### src/rtl/frontend_stream_merge.sv
// frontend_stream_merge: merges time-tag words and multi-word event packets into one
// 128-bit stream; time tags only win at packet boundaries, output buffered by a small FIFO.
module frontend_stream_merge #(
    parameter int FIFO_DEPTH    = 4,
    parameter int MAX_PKT_WORDS = 16
) (
    input  logic         clk,
    input  logic         rst_n,
    input  logic         tt_valid,
    output logic         tt_ready,
    input  logic [127:0] tt_data,
    output logic         stall,
    input  logic         ev_valid,
    output logic         ev_ready,
    input  logic [127:0] ev_data,
    input  logic         ev_last,
    output logic         out_valid,
    input  logic         out_ready,
    output logic [127:0] out_data,
    output logic [15:0]  tt_count,
    output logic [31:0]  pkt_count,
    output logic         pkt_err
);
    localparam int AW = $clog2(FIFO_DEPTH);
    localparam int WW = $clog2(MAX_PKT_WORDS);

    typedef enum logic {IDLE, PACKET} state_t;

    state_t         state_q, state_d;
    logic [WW-1:0]  word_cnt_q, word_cnt_d;
    logic [AW:0]    count_q, count_d;
    logic [AW-1:0]  wr_q, rd_q;
    logic [127:0]   mem_q [FIFO_DEPTH];
    logic           armed_q, stall_q, pkt_err_q;
    logic [15:0]    tt_count_q;
    logic [31:0]    pkt_count_q;
    logic           space, tt_acc, ev_acc, push, pop, forced, close_pkt;

    // armed_q holds the ready signals low until the first cycle after reset release
    assign space     = armed_q && (count_q < (AW+1)'(FIFO_DEPTH));
    assign tt_ready  = (state_q == IDLE) && space;
    assign ev_ready  = space && ((state_q == PACKET) || !tt_valid);
    assign tt_acc    = tt_valid && tt_ready;
    assign ev_acc    = ev_valid && ev_ready;
    assign push      = tt_acc || ev_acc;
    assign forced    = ev_acc && (state_q == PACKET) && !ev_last && (word_cnt_q == WW'(MAX_PKT_WORDS - 1));
    assign close_pkt = ev_acc && (ev_last || forced);
    assign out_valid = count_q != '0;
    assign out_data  = mem_q[rd_q];
    assign pop       = out_valid && out_ready;
    assign stall     = stall_q;
    assign tt_count  = tt_count_q;
    assign pkt_count = pkt_count_q;
    assign pkt_err   = pkt_err_q;

    always_comb begin
        state_d    = state_q;
        word_cnt_d = word_cnt_q;
        count_d    = count_q + (AW+1)'(push) - (AW+1)'(pop);
        if (ev_acc) begin
            state_d    = close_pkt ? IDLE : PACKET;
            word_cnt_d = (state_q == IDLE) ? WW'(1) : word_cnt_q + 1'b1;
        end
    end

    always_ff @(posedge clk or negedge rst_n) begin
        if (!rst_n) begin
            state_q     <= IDLE;
            word_cnt_q  <= '0;
            count_q     <= '0;
            wr_q        <= '0;
            rd_q        <= '0;
            armed_q     <= 1'b0;
            stall_q     <= 1'b0;
            pkt_err_q   <= 1'b0;
            tt_count_q  <= '0;
            pkt_count_q <= '0;
            for (int i = 0; i < FIFO_DEPTH; i++) mem_q[i] <= '0;
        end else begin
            state_q     <= state_d;
            word_cnt_q  <= word_cnt_d;
            count_q     <= count_d;
            armed_q     <= 1'b1;
            stall_q     <= state_d == PACKET;
            pkt_err_q   <= pkt_err_q || forced;
            tt_count_q  <= tt_count_q + 16'(tt_acc);
            pkt_count_q <= pkt_count_q + 32'(close_pkt);
            if (push) begin
                mem_q[wr_q] <= tt_acc ? tt_data : ev_data;
                wr_q        <= wr_q + 1'b1;
            end
            if (pop) rd_q <= rd_q + 1'b1;
        end
    end
endmodule

### config.mk
export PLATFORM = sky130hd
export DESIGN_NAME = frontend_stream_merge
export DESIGN_NICKNAME = d
export VERILOG_FILES = /design/src/rtl/frontend_stream_merge.sv
export SDC_FILE = /design/constraint.sdc
export NUM_CORES = 1
export LEC_CHECK = 0
export ABC_AREA = 0
export BUFFER_PORTS_ARGS = -buffer_cell sky130_fd_sc_hd__buf_2
export CORE_AREA = 2 2 267 243
export DETAILED_ROUTE_END_ITERATION = 8
export DIE_AREA = 0 0 269 245
export GPL_ROUTABILITY_DRIVEN = 1
export HOLD_SLACK_MARGIN = 0.1
export PLACE_DENSITY = 0.6
export SYNTH_ARGS = -nofsm -noshare
export SYNTH_HDL_FRONTEND = slang
export SYNTH_SLANG_ARGS = --single-unit
### constraint.sdc
create_clock -name clk -period 2.1 [get_ports clk]
set_input_delay 0.21 -clock clk [delete_from_list [all_inputs] [get_ports clk]]
set_output_delay 0.21 -clock clk [all_outputs]
set_load 0.02 [all_outputs]
==> impl_metrics.tcl, run 1 <==
set metrics [dict create \
    drv_cap 0 \
    grt_overflow 0 \
    grt_usage 0.209 \
    min_period_over_period 1.14 \
    globalplace.congestion 0.783 \
    leakage_nw 16.6 \
    cp.arrival_ps 2180 \
    critPathMaxFanout 9 \
    cp_slowest_stage_delay_ps 540 \
    final-setup-viol-count 145 \
    ant_nets 0 \
    synth_top_area_cell "dfrtp_1" \
    r2r_end "pkt_count[24]$_DFF_PN0_" \
    place_area_um2 29400 \
    antenna_found_initial 2 \
    grt_max_degree 121 \
    r2r_start "word_cnt_q[1]$_DFFE_PN0P_" \
    synth_ff_type "dfrtp_1" \
    rows 88 \
    slew_headroom 0.484 \
    cp_slowest_cell "mux4_2" \
    drv_slew 0 \
    hp-start "out_ready" \
    synth_common_cells "574 x dfrtp_1, 531 x nand2_1, 468 x o21ai_0" \
    cts.sinks 574 \
    die-area_um2 65900 \
    finalInstanceArea_um2 35500 \
    worstRegToRegCells 11 \
    synth-seq-cells 574 \
    nets 3275 \
    fin_hold_ws_ps 166 \
    synth_most_common_cell "dfrtp_1" \
    hold_viol_final 0 \
    drt-initial-drc-count 1166 \
    synth-async-reset-ratio 1.00 \
    tightest_slew_ps 773 \
    finalSetupTns_ps -30610 \
    insertion_delay_ps 610 \
    rsz0062_at_grt "true" \
    fin_skew_ps 13.1 \
    ir_drop_mv 0.904 \
    grt_pass1_wl_um 109000 \
    syn-cell-area_um2 25100 \
    crit_path_start_kind "register" \
    whs_path_depth 4 \
    final_util 0.561 \
    h-tree-depth 2 \
    fmax_mhz 419 \
    synthesis.nets 2474 \
    start_util 0.396 \
    root_buffer "clkbuf_16" \
    drt-pass1-iter-count 5 \
    syn2layout_area_growth_pct 41.6 \
    cts_max_path_buffers 3 \
    wl_per_cell_um 18.2 \
    outcome "complete, but fails checks" \
    clkTransAtPathRegs_ps 60 \
    p_per_area_nw_per_um2 1460 \
    ys_types 41 \
    instances_no_fill 3906 \
    num_io_pins 443 \
    yosys-top-cells-area "dfrtp_1 57%, mux4_2 12%, o21ai_0 9.3%" \
    dp_cells 3493 \
    grt_pass1_vias 20700 \
    vias 19600 \
    avgSynthCellArea_um2 11.4 \
    postSynthCellCount 2200 \
    violations "setup timing" \
    min_to "rd_q[0]$_DFFE_PN0P_" \
    path_cells "buf_12 -> buf_16 -> mux4_2 -> buf_2" \
    avgViaCountPerCell 5.02 \
    fin_crit_ps 2390 \
    core_um2 63300 \
    synth-edff-count 0 \
    reg2reg_slack_ps -180 \
    crit_type "reg -> out" \
    ys_warn_count 0 \
    ys_seq_area_frac 0.573 \
    wirelength_um 71200 \
    synth_top_area_share 0.573 \
    die_h_um 245 \
    hold_class "in -> reg" \
    end_kind "output port" \
    die_x_um 269 \
    layout_setup_ws_ps -286 \
    dpl.hpwl_um 43300 \
    drive_gt1_frac 0.317 \
    cts_tree "done" \
    drc_errors 0 \
    critPathRequiredTime_ps 1890 \
    cts_buffers 60 \
    portBuffers 442 \
]
## per-layer routing
metal | part of all wire | wire (µm) | track usage
met5 | 0 | 0 | 0
met4 | 0.025 | 1760 | 0.0551
met3 | 0.047 | 3340 | 0.0337
met2 | 0.50 | 35700 | 0.363
met1 | 0.43 | 30400 | 0.271
## area by class of cell
| class | instances | area, µm² |
|---|---|---|
| multi-input combinational | 1453 | 10400 |
| tap | 855 | 1070 |
| clock buffer | 82 | 1710 |
| clock inverter | 28 | 383 |
| inverter | 13 | 48.8 |
| timing repair buffer | 899 | 7470 |
| antenna | 2 | 5.00 |
| fill | 5164 | 27800 |
| sequential | 574 | 14400 |
## logic make-up (layout without fill, tap and decap cells)
| group | Yosys count | count (layout) | synth area share |
|---|---|---|---|
| DFF | 574 | 574 | 0.573 |
| AOI/OAI and AO/OA | 524 | 524 | 0.105 |
| and+or+nand+nor | 610 | 610 | 0.0997 |
| muxes | 257 | 257 | 0.167 |
| other | 1 | 3 | 0.000150 |
| buffers and inverters | 173 | 1022 | 0.0316 |
| adders and majority gates | 12 | 12 | 0.00629 |
| xor gates and xnor gates | 49 | 49 | 0.0171 |
## per-stage QoR
step	setup slack, ps	total power [mW]
2_1_floorplan	-180	30.7
3_3_place_gp	-153	37.2
3_5_place_dp	-226	38.0
4_1_cts	-387	51.2
5_1_grt	-374	55.0
6_report	-286	51.8
## sequential cells by signal (all words and copies together), names as in the netlist
name / count
stall: 1
armed_q: 1
tt_count: 16
rd_q: 2
mem_q: 512
pkt_err: 1
wr_q: 2
word_cnt_q: 4
pkt_count: 32
count_q: 3
## power by group
part	switching [mW]	leakage [nW]	internal, mW	total (mW)
Sequential	2.53	7.24	15.8	18.4
Clock	4.39	1.04	6.77	11.2
Combinational	11.5	8.33	10.8	22.3
Total	18.5	16.6	33.4	51.8
## worst max-delay path: cells and delay by family, from the launching register on
kind / cells / cell delay (ps)
DFF: 1 / 480
muxes: 1 / 540
buffers and inverters: 3 / 530
## what timing repair did
action	CTS	global route
buffers inserted	12	19
hold buffers	262	0
pin swaps	10	9
hold endpoints to repair	938	0
endpoints found under the setup margin	147	219
gates cloned	1	9
gates resized for setup	126	104
## cell usage in the layout, fill, tap and decap left out, types with 4 or more instances in the layout
| master | netlist | final |
|---|---|---|
| buf_16 | 0 | 5 |
| inv_1 | 13 | 11 |
| nand2_1 | 531 | 531 |
| nor2_4 | 0 | 5 |
| nor3_4 | 0 | 7 |
| buf_2 | 35 | 385 |
| o211ai_1 | 4 | 4 |
| o21ai_1 | 49 | 49 |
| buf_8 | 0 | 7 |
| mux2i_2 | 0 | 44 |
| nand4_1 | 6 | 6 |
| nand3_1 | 16 | 16 |
| clkbuf_8 | 0 | 10 |
| and3_1 | 5 | 4 |
| buf_12 | 0 | 39 |
| dfrtp_1 | 574 | 570 |
| xor2_1 | 20 | 20 |
| bufinv_16 | 0 | 9 |
| clkinv_2 | 0 | 15 |
| buf_4 | 12 | 132 |
| xnor2_1 | 29 | 26 |
| buf_6 | 7 | 60 |
| ha_1 | 11 | 4 |
| o21ai_0 | 468 | 467 |
| dlygate4sd3_1 | 0 | 262 |
| mux2i_1 | 128 | 80 |
| clkbuf_1 | 86 | 11 |
| clkbuf_16 | 0 | 69 |
| nor4_4 | 1 | 4 |
| ha_4 | 0 | 5 |
| nor2_1 | 14 | 8 |
| mux2i_4 | 0 | 4 |
| mux4_2 | 128 | 128 |
## how the worst max path moves through the flow
stage | startpoint | to | slack, ps
2_1_floorplan | stall$_DFFE_PN0P_ | pkt_count[22]$_DFF_PN0_ | -180
3_3_place_gp | word_cnt_q[1]$_DFFE_PN0P_ | pkt_count[26]$_DFF_PN0_ | -150
3_5_place_dp | word_cnt_q[1]$_DFFE_PN0P_ | pkt_count[24]$_DFF_PN0_ | -230
4_1_cts | rd_q[0]$_DFFE_PN0P_ | out_data[37] | -390
5_1_grt | rd_q[0]$_DFFE_PN0P_ | out_data[3] | -370
6_report | rd_q[0]$_DFFE_PN0P_ | out_data[37] | -290
Note: power is estimated with default switching activity, not from simulation.
==> run 2, diff against run 1 <==
Settings changed: CORE_AREA 2 2 267 243 to 2 2 286 259, DIE_AREA 0 0 269 245 to 0 0 288 261, PLACE_DENSITY 0.6 to 0.54.
==> impl_metrics.tcl, run 2 (synthesis gave the netlist of run 1 again) <==
set metrics [dict create \
    core_um2 72400 \
    drv_cap 0 \
    r2r_end "count_q[2]$_DFF_PN0_" \
    tightest_slew_ps 542 \
    fin_crit_ps 2360 \
    final_util 0.494 \
    antenna_found_initial 1 \
    rows 94 \
    worstRegToRegCells 11 \
    p_per_area_nw_per_um2 1430 \
    min_period_over_period 1.13 \
    wirelength_um 72800 \
    critPathRequiredTime_ps 1890 \
    final_cell_mix "571 x dfrtp_1, 531 x nand2_1, 467 x o21ai_0" \
    cts_max_path_buffers 3 \
    hp-start "tt_data[80]" \
    clkTransAtPathRegs_ps 60 \
    wl_per_cell_um 18.1 \
    layout_commonest_cell "dfrtp_1" \
    cts.sinks 574 \
    fmax_mhz 423 \
    syn2layout_area_growth_pct 42.8 \
    grt_pass1_vias 20400 \
    min_to "mem_q[336]$_DFFE_PN0P_" \
    outcome "complete, but fails checks" \
    h-tree-depth 2 \
    die_x_um 288 \
    grt_overflow 0 \
    avgViaCountPerCell 4.89 \
    drt-initial-drc-count 1115 \
    path_cells "buf_12 -> buf_4 -> mux4_2 -> buf_2" \
    n_antenna_cell 0 \
    cts_tree "done" \
    cp_slowest_cell "mux4_2" \
    crit_type "reg -> out" \
    grt_pass1_wl_um 113000 \
    crit_path_start_kind "register" \
    cts_buffers 61 \
    finalSetupTns_ps -30630 \
    vias 19700 \
    drt-pass1-iter-count 5 \
    r2r_start "count_q[2]$_DFF_PN0_" \
    violations "setup timing" \
    whs_path_depth 4 \
    top_register "mem_q" \
    grt_usage 0.188 \
    cp_slowest_stage_delay_ps 520 \
    insertion_delay_ps 620 \
    critPathBufInv 3 \
    hold_class "in -> reg" \
    nets 3299 \
    portBuffers 442 \
    largest_reg_flops 512 \
    reg2reg_slack_ps -180 \
    die_h_um 261 \
    start_util 0.346 \
    grt_max_degree 69 \
    ir_drop_mv 0.705 \
    drc_errors 0 \
    layout_setup_ws_ps -264 \
    rsz0062_at_grt "true" \
    critPathMaxFanout 13 \
    final-setup-viol-count 150 \
    hold_viol_final 0 \
    cp.arrival_ps 2150 \
    num_io_pins 443 \
    critPathTopFamily "buffers and inverters" \
    die-area_um2 75200 \
    drv_slew 0 \
    leakage_nw 16.8 \
    ant_nets 0 \
    fin_skew_ps 14.8 \
    end_kind "output port" \
    globalplace.congestion 0.775 \
    root_buffer "clkbuf_16" \
    slew_headroom 0.637 \
    dpl.hpwl_um 46900 \
    drive_gt1_frac 0.321 \
]
[run 2: power breakdown]
part | switching, mW | internal, mW | total, mW
Combinational | 11.5 | 10.3 | 21.7
Clock | 4.53 | 6.61 | 11.1
Sequential | 2.50 | 15.8 | 18.3
Total | 18.5 | 32.7 | 51.2
[run 2: metal layers]
metal	track usage	vias to the layer above	part of all wire
met5	0	-	0.00014
met4	0.0597	2	0.030
met3	0.0361	140	0.052
met2	0.318	423	0.49
met1	0.246	9818	0.43
li1	-	9352	-
[run 2: worst max-delay path by stage]
stage / start / to / cells past startpoint
floorplan: stall$_DFFE_PN0P_ / pkt_count[22]$_DFF_PN0_ / 10
global route: rd_q[0]$_DFFE_PN0P_ / out_data[101] / 4
detailed placement: count_q[2]$_DFF_PN0_ / pkt_count[20]$_DFF_PN0_ / 10
finish: rd_q[0]$_DFFE_PN0P_ / out_data[16] / 4
global placement: count_q[2]$_DFF_PN0_ / count_q[2]$_DFF_PN0_ / 10
CTS: rd_q[0]$_DFFE_PN0P_ / out_data[39] / 4
[run 2: stage by stage]
step                      hold slack [ps]  instances  instance area (µm²)  power (mW)  worst slack (ps)
final                                 119       4034                35800        51.2              -264
after global routing                  127       4034                35800        54.6              -359
after CTS                             105       4019                35200        51.1              -344
after detailed placement              192       3632                29900        38.4              -243
after global placement                185       3632                29900        37.6              -222
after floorplan                     -85.6       2200                25200        30.7              -180
[run 2: repair_timing]
action | in CTS | in global routing
gates cloned | 3 | 7
hold buffers | 262 | 0
setup endpoints to repair | 156 | 402
endpoints found under the hold margin | 919 | 0
buffers inserted | 10 | 10
gates resized for setup | 97 | 93
pin swaps | 13 | 15
[run 2: layout make-up]
type                            count  area, µm²
Multi-Input combinational cell   1453      10500
Clock buffer                       85       1780
Sequential cell                   574      14400
Timing Repair Buffer              922       7610
Fill cell                        6432      36700
Tap cell                          960       1200
Clock inverter                     27        298
Inverter                           13       48.8
[run 2: tightest hold or removal path: stages]
cell and delay [ps]:
buf_2 100, mux2i_4 80, buf_6 140, o21ai_0 150
==> run 3, diff against run 2 <==
Settings changed: ABC_AREA 0 to 1, BUFFER_PORTS_ARGS -buffer_cell sky130_fd_sc_hd__buf_2 to -buffer_cell sky130_fd_sc_hd__clkbuf_2, CORE_AREA 2 2 286 259 to 2 2 255 320, DIE_AREA 0 0 288 261 to 0 0 257 322, PLACE_DENSITY 0.54 to 0.53.
==> impl_metrics.tcl, run 3 <==
set metrics [dict create \
    num_io_pins 443 \
    synth-edff-count 0 \
    crit_top_cell "buf_4" \
    avgSynthCellArea_um2 7.48 \
    largest_reg_flops 512 \
    cts_max_path_buffers 3 \
    drc_errors 0 \
    comb_power_share 0.525 \
    yosys-top-cells-area "dfrtp_1 52%, nand2_1 28%, o21ai_0 4.7%" \
    power_frac_seq 0.289 \
    slew_headroom 0.523 \
    leakage_nw 20.5 \
    synthAdderAreaFrac 0.00568 \
    clkTransAtPathRegs_ps 60 \
    clkPwrFrac 0.185 \
    outcome "complete, but fails checks" \
    vias 27200 \
    ys_seq_area_frac 0.518 \
    grt_overflow 0 \
    drt-pass1-iter-count 5 \
    cp-startpoint "rd_q[0]$_DFFE_PN0P_" \
    r2r_start "count_q[2]$_DFF_PN0_" \
    top_register "mem_q" \
    n_antenna_cell 0 \
    antenna_found_initial 0 \
    layout_commonest_cell "nand2_1" \
    switching_share 0.415 \
    synthMuxAreaShare 0 \
    nets 4713 \
    final_cell_mix "2049 x nand2_1, 571 x dfrtp_1, 316 x clkbuf_2" \
    synth_ff_type "dfrtp_1" \
    grt_pass1_wl_um 157000 \
    p_per_area_nw_per_um2 1640 \
    violations "setup timing" \
    root_buffer "clkbuf_16" \
    avgViaCountPerCell 4.90 \
    drt-initial-drc-count 1601 \
    rows 116 \
    grt_usage 0.242 \
    reg2reg_slack_ps 110 \
    die-area_um2 82800 \
    wl_per_cell_um 19.1 \
    dpl.hpwl_um 55200 \
    die_h_um 322 \
    synth_common_cells "2058 x nand2_1, 574 x dfrtp_1, 327 x nor2_1" \
    fin_hold_ws_ps 128 \
    ys_types 26 \
    critPathTopFamily "buffers and inverters" \
    drv_cap 0 \
    die_x_um 257 \
    ant_nets 0 \
    cts.sinks 574 \
    end_kind "output port" \
    final-setup-viol-count 128 \
    start_util 0.348 \
    ys_warn_count 0 \
    ir_drop_mv 0.841 \
    grt_max_degree 77 \
    h-tree-depth 3 \
    insertion_delay_ps 620 \
    rsz0062_at_grt "true" \
    tightest_slew_ps 715 \
    total_power_mw 65.4 \
    synth_top_family_by_area "simple AND/OR/NAND/NOR gates" \
    fmax_mhz 420 \
    synth_top_area_share 0.518 \
    grt_pass1_vias 27100 \
    synth_top_area_cell "dfrtp_1" \
    synthSimpleGateAreaFrac 0.331 \
    globalplace.congestion 0.808 \
    critPathCapture "out_data[5]" \
    syn2layout_area_growth_pct 43.6 \
    synth-async-reset-ratio 1.00 \
    crit_type "reg -> out" \
    cts_tree "done" \
    critPathMaxFanout 24 \
    syn-cell-area_um2 27700 \
    synth_compound_area_frac 0.0768 \
    fin_skew_ps 30.9 \
    synthesis.nets 3981 \
    drive_gt1_frac 0.213 \
    cp_slowest_stage_delay_ps 500 \
    fin_crit_ps 2380 \
    worstRegToRegCells 16 \
    crit_path_start_kind "register" \
    cp.arrival_ps 2170 \
    min_period_over_period 1.13 \
    drv_slew 0 \
    synth-seq-cells 574 \
    r2r_end "pkt_count[18]$_DFF_PN0_" \
    critPathBufInv 5 \
    synth_most_common_cell "nand2_1" \
    cts_buffers 66 \
    postSynthCellCount 3707 \
    core_um2 79700 \
    critPathRequiredTime_ps 1890 \
    cp_slowest_cell "dfrtp_4" \
    wirelength_um 106000 \
    path_cells "buf_6 -> clkinv_16 -> buf_4 -> buf_16 -> o21ai_0 -> o22ai_1 -> buf_4" \
    hold_class "in -> reg" \
    fillers 7489 \
    whs_path_depth 5 \
    synthXorXnorAreaFrac 0.00979 \
    power.switching_mw 27.1 \
    hold_viol_final 0 \
    path_depth 7 \
    layout_setup_ws_ps -279 \
    p_int_mw 38.2 \
    portBuffers 442 \
]
## run 3: worst min-delay path by stage
stage	from	to	slack (ps)
2_1_floorplan	rst_n	armed_q$_DFF_PN0_	-90
3_3_place_gp	rst_n	mem_q[444]$_DFFE_PN0P_	250
3_5_place_dp	rst_n	mem_q[444]$_DFFE_PN0P_	250
4_1_cts	ev_data[8]	mem_q[264]$_DFFE_PN0P_	100
5_1_grt	ev_data[8]	mem_q[8]$_DFFE_PN0P_	170
6_report	ev_data[8]	mem_q[264]$_DFFE_PN0P_	130
## run 3: cell families (layout without fill, tap and decap cells)
group | after synthesis | after routing
buffers and inverters | 274 | 1052
xor gates and xnor gates | 31 | 31
adders and majority gates | 12 | 12
AOI/OAI and AO/OA | 391 | 391
DFF | 574 | 574
other | 1 | 1
and+or+nand+nor | 2424 | 2424
## run 3: worst register-to-register path, cell delays in order, from the launching register on
cell,delay [ps]
dfrtp_1,380
inv_2,60
nand2_2,60
inv_4,60
nand3_4,100
nor2_4,140
nand2_2,80
o21ai_4,70
ha_4,190
ha_4,130
inv_1,60
nor2_4,150
nand2_4,90
nor2_4,140
nand2_1,60
nand2_1,60
nand2_1,50
## run 3: power groups by stage
| stage | logic [mW] | clock network, mW | registers [mW] |
|---|---|---|---|
| floorplan | 15.3 | 0 | 18.0 |
| global placement | 23.6 | 0 | 18.5 |
| detailed placement | 23.8 | 0 | 18.5 |
| CTS | 29.6 | 12.4 | 18.6 |
| global route | 36.9 | 12.9 | 19.5 |
| finish | 34.3 | 12.1 | 18.9 |
## run 3: layout make-up
type                       instances  area [µm²]  area share
sequential                       574       14400       0.361
multi-input combinational       2859       13000       0.327
timing repair buffer             886        8620       0.216
clock buffer                      94        1930      0.0484
tap                             1062        1330      0.0334
clock inverter                    20         323     0.00810
inverter                          50         231     0.00581
timing repair inverter             2        25.0    0.000628
## run 3: what timing repair did
action	4_1_cts	5_1_grt
cloned	22	24
setup buffers	19	17
pin swaps	28	94
gates resized for setup	276	493
hold endpoints to repair	760	0
setup endpoints to repair	137	164
hold buffers	261	0
## run 3: metal layers
metal,GRT usage,routed length (µm)
met1,0.304,44800
met3,0.0333,5210
met5,0,0
met4,0.0855,3180
met2,0.425,52600
## run 3: stage by stage
| stage | TNS, ps | std cells | setup slack, ps | instance area (µm²) | util |
|---|---|---|---|---|---|
| 6_report | -22620 | 5547 | -279 | 39800 | 0.500 |
| 4_1_cts | -31660 | 5508 | -309 | 38000 | 0.477 |
| 2_1_floorplan | 0 | 3707 | 8.20 | 27800 | - |
| 3_5_place_dp | -306 | 5092 | -123 | 31400 | 0.394 |
| 5_1_grt | -31290 | 5547 | -332 | 39800 | 0.500 |
| 3_3_place_gp | -124 | 5092 | -95.9 | 31400 | 0.394 |
